===== src/rtl/muldiv_pkg.sv =====
// ---------------------------------------------------------------------------
// muldiv_pkg
// Shared definitions for the RV32M multiply/divide unit: datapath width,
// iteration count, funct3 operation encodings, FSM state encoding and small
// operand helpers used by muldiv_unit and div_step.
// Configuration macro: MULDIV_DIV_EN (divider present when defined).
// ---------------------------------------------------------------------------
package muldiv_pkg;

   localparam int XLEN       = 32;
   localparam int ITER_COUNT = 32;
   localparam int CNT_W      = 6;   // must hold the value ITER_COUNT

   typedef enum logic [2:0] {
      OP_MUL    = 3'b000,
      OP_MULH   = 3'b001,
      OP_MULHSU = 3'b010,
      OP_MULHU  = 3'b011,
      OP_DIV    = 3'b100,
      OP_DIVU   = 3'b101,
      OP_REM    = 3'b110,
      OP_REMU   = 3'b111
   } op_e;

   typedef enum logic [1:0] {
      ST_IDLE = 2'd0,
      ST_CALC = 2'd1,
      ST_DONE = 2'd2
   } state_e;

   // Operand A is read as two's complement for these ops.
   function automatic logic op_a_signed(input op_e op);
      return op inside {OP_MULH, OP_MULHSU, OP_DIV, OP_REM};
   endfunction

   // Operand B is read as two's complement for these ops.
   function automatic logic op_b_signed(input op_e op);
      return op inside {OP_MULH, OP_DIV, OP_REM};
   endfunction

   function automatic logic is_div_op(input op_e op);
      return op inside {OP_DIV, OP_DIVU, OP_REM, OP_REMU};
   endfunction

   function automatic logic is_rem_op(input op_e op);
      return op inside {OP_REM, OP_REMU};
   endfunction

   function automatic logic [XLEN-1:0] negate_if(input logic [XLEN-1:0] v,
                                                  input logic            neg);
      return neg ? (~v + XLEN'(1)) : v;
   endfunction

endpackage : muldiv_pkg


===== src/rtl/div_step.sv =====
// ---------------------------------------------------------------------------
// div_step
// One combinational step of unsigned restoring division. The next dividend
// bit is taken from the MSB of quo_in and shifted into the partial remainder;
// if the divisor fits, it is subtracted and a 1 enters the quotient LSB.
// Only instantiated when MULDIV_DIV_EN is defined.
//   rem_in   partial remainder before the step
//   quo_in   remaining dividend bits (MSB first) / quotient bits so far
//   divisor  divisor magnitude
//   rem_out  partial remainder after the step
//   quo_out  quo_in shifted left with the new quotient bit in the LSB
// ---------------------------------------------------------------------------
module div_step
   import muldiv_pkg::*;
(
   input  logic [XLEN-1:0] rem_in,
   input  logic [XLEN-1:0] quo_in,
   input  logic [XLEN-1:0] divisor,
   output logic [XLEN-1:0] rem_out,
   output logic [XLEN-1:0] quo_out
);

   logic [XLEN:0] shifted;
   logic [XLEN:0] diff;
   logic          fits;

   always_comb begin
      // 33 bits: the shifted remainder can reach twice the divisor.
      shifted = {rem_in, quo_in[XLEN-1]};
      diff    = shifted - {1'b0, divisor};
      fits    = (shifted >= {1'b0, divisor});
      rem_out = fits ? diff[XLEN-1:0] : shifted[XLEN-1:0];
      quo_out = {quo_in[XLEN-2:0], fits};
   end

endmodule : div_step


===== src/rtl/muldiv_unit.sv =====
// ---------------------------------------------------------------------------
// muldiv_unit
// Iterative RV32M multiply/divide unit with a fixed 33-cycle latency from the
// edge that accepts start to the single-cycle done strobe.
// Configuration macro: MULDIV_DIV_EN. When undefined, the divider is left
// out and DIV/DIVU/REM/REMU complete with the same latency and result 0.
// Ports:
//   clk        clock, all state changes on its rising edge
//   reset      asynchronous active-low reset
//   start      request strobe, sampled only in IDLE
//   kill       flush: back to IDLE at the next edge, beats start
//   funct3     RV32M operation select
//   rs1Data    operand A
//   rs2Data    operand B
//   rdAddrIn   destination register tag, latched with the operands
//   busy       high while the operation iterates
//   done       one-cycle result-valid strobe (register-file write enable)
//   result     result value, zero whenever done is low
//   rdAddrOut  latched destination tag
// ---------------------------------------------------------------------------
module muldiv_unit
   import muldiv_pkg::*;
(
   input  logic            clk,
   input  logic            reset,
   input  logic            start,
   input  logic            kill,
   input  logic [2:0]      funct3,
   input  logic [XLEN-1:0] rs1Data,
   input  logic [XLEN-1:0] rs2Data,
   input  logic [4:0]      rdAddrIn,
   output logic            busy,
   output logic            done,
   output logic [XLEN-1:0] result,
   output logic [4:0]      rdAddrOut
);

   // Multiply: acc = {partial product high, multiplier shifting out}.
   // Divide:   acc = {partial remainder, dividend shifting out / quotient}.
   state_e            state_q,   state_d;
   logic [CNT_W-1:0]  cnt_q,     cnt_d;
   logic [2*XLEN-1:0] acc_q,     acc_d;
   logic [XLEN-1:0]   opb_q,     opb_d;     // multiplicand or divisor magnitude
   op_e               op_q,      op_d;
   logic              neg_q,     neg_d;     // final result must be negated
   logic              busy_q,    busy_d;
   logic              done_q,    done_d;
   logic [XLEN-1:0]   result_q,  result_d;
   logic [4:0]        rd_addr_q, rd_addr_d;
`ifdef MULDIV_DIV_EN
   logic [XLEN-1:0]   rs1_q,     rs1_d;     // raw A, the remainder on divide-by-zero
   logic              div0_q,    div0_d;
`endif

   // ---------------- operand decode at accept time ----------------
   op_e             op_in;
   logic            a_neg, b_neg;
   logic [XLEN-1:0] mag_a, mag_b;

   always_comb begin
      op_in = op_e'(funct3);
      a_neg = op_a_signed(op_in) && rs1Data[XLEN-1];
      b_neg = op_b_signed(op_in) && rs2Data[XLEN-1];
      mag_a = negate_if(rs1Data, a_neg);
      mag_b = negate_if(rs2Data, b_neg);
   end

   // ---------------- one shift-add multiply step ----------------
   logic [XLEN:0]     mul_sum;
   logic [2*XLEN-1:0] mul_next;
   logic [2*XLEN-1:0] div_next;

   always_comb begin
      mul_sum  = {1'b0, acc_q[2*XLEN-1:XLEN]} + (acc_q[0] ? {1'b0, opb_q} : '0);
      mul_next = {mul_sum, acc_q[XLEN-1:1]};
   end

   // ---------------- one restoring divide step ----------------
`ifdef MULDIV_DIV_EN
   logic [XLEN-1:0] div_rem, div_quo;

   div_step u_div_step (
      .rem_in  (acc_q[2*XLEN-1:XLEN]),
      .quo_in  (acc_q[XLEN-1:0]),
      .divisor (opb_q),
      .rem_out (div_rem),
      .quo_out (div_quo)
   );

   assign div_next = {div_rem, div_quo};
`else
   // No divider: the accumulator just idles through the 32 iterations.
   assign div_next = acc_q;
`endif

   // ---------------- sign fix-up and result select ----------------
   logic [2*XLEN-1:0] prod;
   logic [XLEN-1:0]   final_res;

   always_comb begin
      prod      = neg_q ? (~acc_q + (2*XLEN)'(1)) : acc_q;
      final_res = '0;
      case (op_q)
         OP_MUL:                       final_res = prod[XLEN-1:0];
         OP_MULH, OP_MULHSU, OP_MULHU: final_res = prod[2*XLEN-1:XLEN];
`ifdef MULDIV_DIV_EN
         OP_DIV, OP_DIVU:
            final_res = div0_q ? '1 : negate_if(acc_q[XLEN-1:0], neg_q);
         OP_REM, OP_REMU:
            final_res = div0_q ? rs1_q : negate_if(acc_q[2*XLEN-1:XLEN], neg_q);
`endif
         default:                      final_res = '0;
      endcase
   end

   // ---------------- next-state logic ----------------
   always_comb begin
      // NOTE: every _d defaults to its _q first, so no branch can leave a
      // signal unassigned and infer a latch.
      state_d   = state_q;
      cnt_d     = cnt_q;
      acc_d     = acc_q;
      opb_d     = opb_q;
      op_d      = op_q;
      neg_d     = neg_q;
      busy_d    = busy_q;
      done_d    = done_q;
      result_d  = result_q;
      rd_addr_d = rd_addr_q;
`ifdef MULDIV_DIV_EN
      rs1_d     = rs1_q;
      div0_d    = div0_q;
`endif

      case (state_q)
         ST_IDLE: begin
            if (start && !kill) begin
               state_d   = ST_CALC;
               busy_d    = 1'b1;
               cnt_d     = '0;
               op_d      = op_in;
               rd_addr_d = rdAddrIn;
               // Quotient sign is sign(A)^sign(B); remainder follows A.
               neg_d     = is_rem_op(op_in) ? a_neg : (a_neg ^ b_neg);
               if (is_div_op(op_in)) begin
                  acc_d = {{XLEN{1'b0}}, mag_a};
                  opb_d = mag_b;
               end else begin
                  acc_d = {{XLEN{1'b0}}, mag_b};
                  opb_d = mag_a;
               end
`ifdef MULDIV_DIV_EN
               rs1_d  = rs1Data;
               div0_d = (rs2Data == '0);
`endif
            end
         end

         ST_CALC: begin
            if (kill) begin
               state_d = ST_IDLE;
               busy_d  = 1'b0;
               cnt_d   = '0;
            end else if (cnt_q == CNT_W'(ITER_COUNT)) begin
               // All iterations done; this extra edge applies the sign fix.
               state_d  = ST_DONE;
               busy_d   = 1'b0;
               done_d   = 1'b1;
               result_d = final_res;
            end else begin
               acc_d = is_div_op(op_q) ? div_next : mul_next;
               cnt_d = cnt_q + CNT_W'(1);
            end
         end

         ST_DONE: begin
            // Leaves unconditionally; a kill here has the same effect.
            state_d  = ST_IDLE;
            done_d   = 1'b0;
            result_d = '0;
         end

         default: begin
            state_d  = ST_IDLE;
            busy_d   = 1'b0;
            done_d   = 1'b0;
            result_d = '0;
         end
      endcase
   end

   // ---------------- state registers ----------------
   always_ff @(posedge clk or negedge reset) begin
      if (!reset) begin
         state_q   <= ST_IDLE;
         cnt_q     <= '0;
         acc_q     <= '0;
         opb_q     <= '0;
         op_q      <= OP_MUL;
         neg_q     <= 1'b0;
         busy_q    <= 1'b0;
         done_q    <= 1'b0;
         result_q  <= '0;
         rd_addr_q <= '0;
`ifdef MULDIV_DIV_EN
         rs1_q     <= '0;
         div0_q    <= 1'b0;
`endif
      end else begin
         // NOTE: non-blocking assignments so every flop samples the values
         // from before this edge, regardless of statement order.
         state_q   <= state_d;
         cnt_q     <= cnt_d;
         acc_q     <= acc_d;
         opb_q     <= opb_d;
         op_q      <= op_d;
         neg_q     <= neg_d;
         busy_q    <= busy_d;
         done_q    <= done_d;
         result_q  <= result_d;
         rd_addr_q <= rd_addr_d;
`ifdef MULDIV_DIV_EN
         rs1_q     <= rs1_d;
         div0_q    <= div0_d;
`endif
      end
   end

   assign busy      = busy_q;
   assign done      = done_q;
   assign result    = result_q;
   assign rdAddrOut = rd_addr_q;

endmodule : muldiv_unit

===== config.mk =====
export PLATFORM = sky130hd
export DESIGN_NAME = muldiv_unit
export DESIGN_NICKNAME = d
export VERILOG_FILES = /design/src/rtl/muldiv_pkg.sv /design/src/rtl/div_step.sv /design/src/rtl/muldiv_unit.sv
export SDC_FILE = /design/constraint.sdc
export NUM_CORES = 1
export LEC_CHECK = 0
export BUFFER_PORTS_ARGS = -buffer_cell sky130_fd_sc_hd__buf_4
export CAP_MARGIN = 20
export CORE_MARGIN = 2
export CORE_UTILIZATION = 60
export DETAILED_ROUTE_END_ITERATION = 8
export MAX_ROUTING_LAYER = met4
export PLACE_DENSITY = 0.78
export RECOVER_POWER = 25
export SLEW_MARGIN = 20
export SYNTH_ARGS = -nofsm -noshare
export SYNTH_HDL_FRONTEND = slang
export SYNTH_SLANG_ARGS = --single-unit

===== constraint.sdc =====
create_clock -name clk -period 4.25 [get_ports clk]
set_input_delay 1.275 -clock clk [delete_from_list [all_inputs] [get_ports clk]]
set_output_delay 1.275 -clock clk [all_outputs]
set_load 0.01 [all_outputs]

**Word-level counts from Yosys, hierarchy flattened**

Cells that the tools add are included.

- Register bits after elaboration: 147
- Bits of input ports: 76
- Output and inout port bits: 39
- Logic and storage cells: 94

- $add $sub $neg: 5
- Equality and inequality tests: 23
- Mux-type cells: 31
- Bitwise logic cells: 6
- Reductions and logical operators: 19

Operator list:

| cell | count |
|---|---|
| 2-to-1 mux 64 bit | 5 |
| 2-to-1 mux 32 bit | 7 |
| case mux 32 bit (2 select lines) | 2 |
| case mux 64 bit (2 select lines) | 1 |
| adder 32 x 1 -> 32 bit (second input constant) | 2 |
| adder 64 x 1 -> 64 bit (second input constant) | 1 |
| NOT 32 bit | 2 |
| NOT 64 bit | 1 |
| adder 32 x 32 -> 33 bit | 1 |
| equality test 3 bit (second input constant) | 8 |
| 2-to-1 mux 6 bit | 3 |
| case mux 6 bit (2 select lines) | 1 |
| nonzero test 4 bit | 3 |
| != test 2 bit (second input constant) | 5 |
| equality test 3 x 2 -> 1 bit (second input constant) | 3 |
| AND reduction 3 bit | 3 |
| adder 6 x 1 -> 6 bit (second input constant) | 1 |
| equality test 3 x 1 -> 1 bit (second input constant) | 2 |
| equality test 6 bit (second input constant) | 1 |
| 2-to-1 mux 1 bit | 6 |
| 2-to-1 mux 2 bit | 3 |
| != test 3 bit (second input constant) | 2 |
| AND reduction 5 bit | 1 |
| case mux 2 bit (2 select lines) | 1 |
| 14 further kinds | 19 |

**Depth between registers and ports, before layout**

- Depth after elaboration: 7
- Gate-level depth with buffers: 14

**Worst setup path before layout**

No wires, ideal clock.

- Path type: in2reg
- Start point: input port rs1Data[5]
- End point: register opb_q[20]
- Library setup time: 0.126 ns
- Arrival: 3.582 ns
- Data required time: 4.124 ns
- Path slack: 0.542 ns
- Stages on the path: 8
- Buffers on the path: 1
- Cells stage by stage: or4_1 or4_4 or3_1 clkbuf_1 o41ai_1 xor2_1 nor2_1 a221o_1

- Cells in the longest elaborated chain, start to end: 4

RTL lines:

| what | RTL line | RTL |
|---|---|---|
| start, declared | muldiv_unit.sv:29 | `input logic [XLEN-1:0] rs1Data,` |
| NOT 32 bit | muldiv_pkg.sv:51 | `return neg ? (~v + XLEN'(1)) : v;` |
| adder 32 x 1 -> 32 bit | muldiv_pkg.sv:51 |  |
| 2-to-1 mux 32 bit | muldiv_pkg.sv:51 |  |
| 2-to-1 mux 32 bit | muldiv_unit.sv:145 | `if (is_div_op(op_in)) begin` |
| end signal, assigned | muldiv_unit.sv:215 | `opb_q <= opb_d;` |
| end, declared | muldiv_unit.sv:43 | `logic [XLEN-1:0] opb_q, opb_d;` |

Every way passes these cells.
A chain may end at the register's enable or synchronous reset.

**Worst setup path after layout**

Ends and elaborated chain as after synthesis.

==> results.md <==
* Result of the run: complete, but fails checks
* Failing checks: DRC, capacitance limit, slew limit
* RePlAce Congestion at 1.01
* Final setup fails at 0
* Setup bufs post-CTS at 0
* Crit path largest cell delay at 590 ps
* P_leak at about 0.0056 uW
* # diodes at 0
* Power per cell area at 456 nW/um^2
* CP max FO at 7
* Pins over their slew limit at 80
* Hold WC Path Type: flip-flop to flip-flop
* Hold_buf cts at 0
* Hold Startpoint: opb_q[24]$_DFFE_PN0P_
* Met1 WL at between 10 and 15 mm
* Final core utilization at a little over two thirds
* Syn avg cell area at 8.07 um^2
* Cells after synthesis at around 1400
* Clock Tree Buf Depth at 2
* First-pass GRT wire length at 55.1 mm
* H-tree depth at 4
* Largest net degree at the start of global routing at 93
* # DRC at 9
* Fillers at around 1400
* Clock tree sinks at 147
* Synth cell count leaders: dfrtp_1 (147), nand2_1 (147), o21ai_0 (137)
* Worst Path Required at 4560 ps
* Avg WL per Cell at 20.3 um
* Grt total ovfl at 0
* Total negative slack at 0 ps
* Drt first pass iters at 9
* Largest cells by area after synthesis: dfrtp_1 (33%), o21ai_0 (6.2%), xnor2_1 (5.7%)
* Final Hold Fails at 0
* Yosys cell types at 67
* R2R Path Start: acc_q[0]$_DFFE_PN0P_
* PortBufs at between 100 and 150
* Period utilisation layout at 84.5%
* Synth-to-Final Area Change at 15.1%
* Row cnt at 49
* Detailed router's first-iteration violation count at 1316
* Core footprint at ~18000 um^2
* Setup crit end kind: flip-flop
* Vias post-DR at 11100
* Clk pin slew, worst setup/hold paths at about 60 ps
* Worst-Margin Slew at 2050 ps
* Synthesized area at 11100 um^2
* Multi-input gate area at 7030 um^2
* Max cap viols at 1
* Initial Utilization at 61.5%
* CP Launch Type: input pin
* Routed wl met2 at ~16 mm
* Top Metal Used: met4
* FF/Latch Area at approximately 3700 um^2
* Clk_skew at 12.7 ps
* Gr usage total at ~36%
* Vias in the first global route at 10300
* Die ar. at 19600 um^2
* CTS tree: yes
* Initial antenna violation count at 0
* Post-DP HPWL at 26.0 mm
* Top cell type's share of synthesized area at about a third
* Vias per cell at between 6 and 7
* Number of flops mapped to enable cells by yosys at 0
* Post-synth top area cell: dfrtp_1
* RSZ-0062 raised after global routing: no
* Met3 wire length at 3.32 mm
* Skew-Pair Late Insertion Delay at 430 ps
* Seq/Total Area, Yosys at 33.1%
* Die height at 140 um
* Root Driver: clkbuf_16
* Main synth FF type: dfrtp_1
* DRT antenna net count at 0
* Total wire length at between 30 and 40 mm
* Final period demand of the worst path at approximately 3600 ps
* Final Power at 5840 uW
* FF+latch count, synth at 147
* WS Path Type: input pin to flip-flop
* Post-CTS Resized at 0
* Ports at 115
* Synthesis Warnings at 0
* Final #Nets at 1568
* Slowest CP cell: or4_1
* CTS buffer count at 17
* Worst setup path startpoint: rs1Data[5]
* Achievable Freq at between 200 and 300 MHz
* Max transition margin at -36.4%
* Syn Nets at 1492
* Async set or reset register ratio after synthesis at 100%
* Crit path DAT at 3910 ps
* Critical-path cell list: buf_4 > or4_1 > or4_4 > or3_1 > o41ai_1 > xor2_1 > nor2_1 > a221o_1
* Layout cells sized above 1 at between 10 and 15%
* Die width at between 100 and 150 um
* Peak VDD IR at 0.325 mV
worst paths after layout:
kind	end	cells past startpoint	slack [ps]
hold reg to reg	opb_q[24]$_DFFE_PN0P_	2	460
max in group asynchronous	neg_q$_DFFE_PN0P_	2	1310
min in group asynchronous	cnt_q[5]$_DFFE_PN0P_	1	1390
hold / removal	opb_q[24]$_DFFE_PN0P_	2	460
setup reg to reg	acc_q[59]$_DFFE_PN0P_	10	710
setup / recovery	opb_q[20]$_DFFE_PN0P_	8	660
kinds of logic after synthesis:
logic type      count (synthesis)  share of synthesized area [%]
flops                         147                           33.1
buf+inv                       111                           3.88
simple gates                  493                           21.6
compound gates                430                           24.2
mux                            21                           1.98
fa+ha+maj                      38                           4.34
xor+xnor                      138                           10.9
per-layer routing:
| metal | global-route usage [%] | vias to the layer above |
|---|---|---|
| met3 | 4.99 | 67 |
| met5 | - | - |
| li1 | - | 5140 |
| met2 | 56.3 | 591 |
| met4 | 8.45 | 0 |
| met1 | 51.3 | 5313 |
final cells by class:
class / instances / share of cell area [%]
Clock buffer: 17 / 3.32
Tap cell: 229 / 2.24
Inverter: 31 / 0.909
Sequential cell: 147 / 28.8
Timing Repair Buffer: 137 / 8.28
Clock inverter: 15 / 1.59
Multi-Input combinational cell: 1120 / 54.9
stage by stage:
stage | area [um^2] | hold slack [ps] | cells | worst slack, ps
2_1_floorplan | 11100 | 430 | 1378 | 542
3_3_place_gp | 12200 | 444 | 1664 | 270
3_5_place_dp | 12200 | 453 | 1664 | 245
4_1_cts | 12800 | 466 | 1696 | 667
5_1_grt | 12800 | 504 | 1696 | 504
6_report | 12800 | 463 | 1696 | 657
cell usage in the layout (no fill, tap or decap), drive strengths merged, types with 14 or more instances in the layout:
cell type  count
ha            37
o21ai        142
o31ai         34
a21oi        104
buf          135
a22oi         23
and2          40
xor2          66
dfrtp        147
nand2        147
nor4          14
or4           16
a21o          22
nor2         116
xnor2         72
o41ai         17
nand3         53
nor3          39
inv           34
or3           15
clkbuf        19
flip-flops by register name, summed over array words and instances (netlist names):
signal / cells
acc_q: 64
opb_q: 32
result: 32
cnt_q: 6
rdAddrOut: 5
op_q: 3
state_q: 2
busy: 1
done: 1
neg_q: 1
power by group:
part	leakage [uW]	internal, uW	switching, uW
Combinational	0.00344	843	1230
Clock	0.000302	988	637
Sequential	0.00189	1660	474
Total	0.00563	3500	2340
critical path: cells and delay by family:
| family | cells | cell delay [ps] |
|---|---|---|
| and+or+nand+nor | 4 | 1660 |
| AOI/OAI and AO/OA | 2 | 640 |
| xor gates and xnor gates | 1 | 210 |
| buffers and inverters | 1 | 120 |
Note: power is estimated with default switching activity, not from simulation.
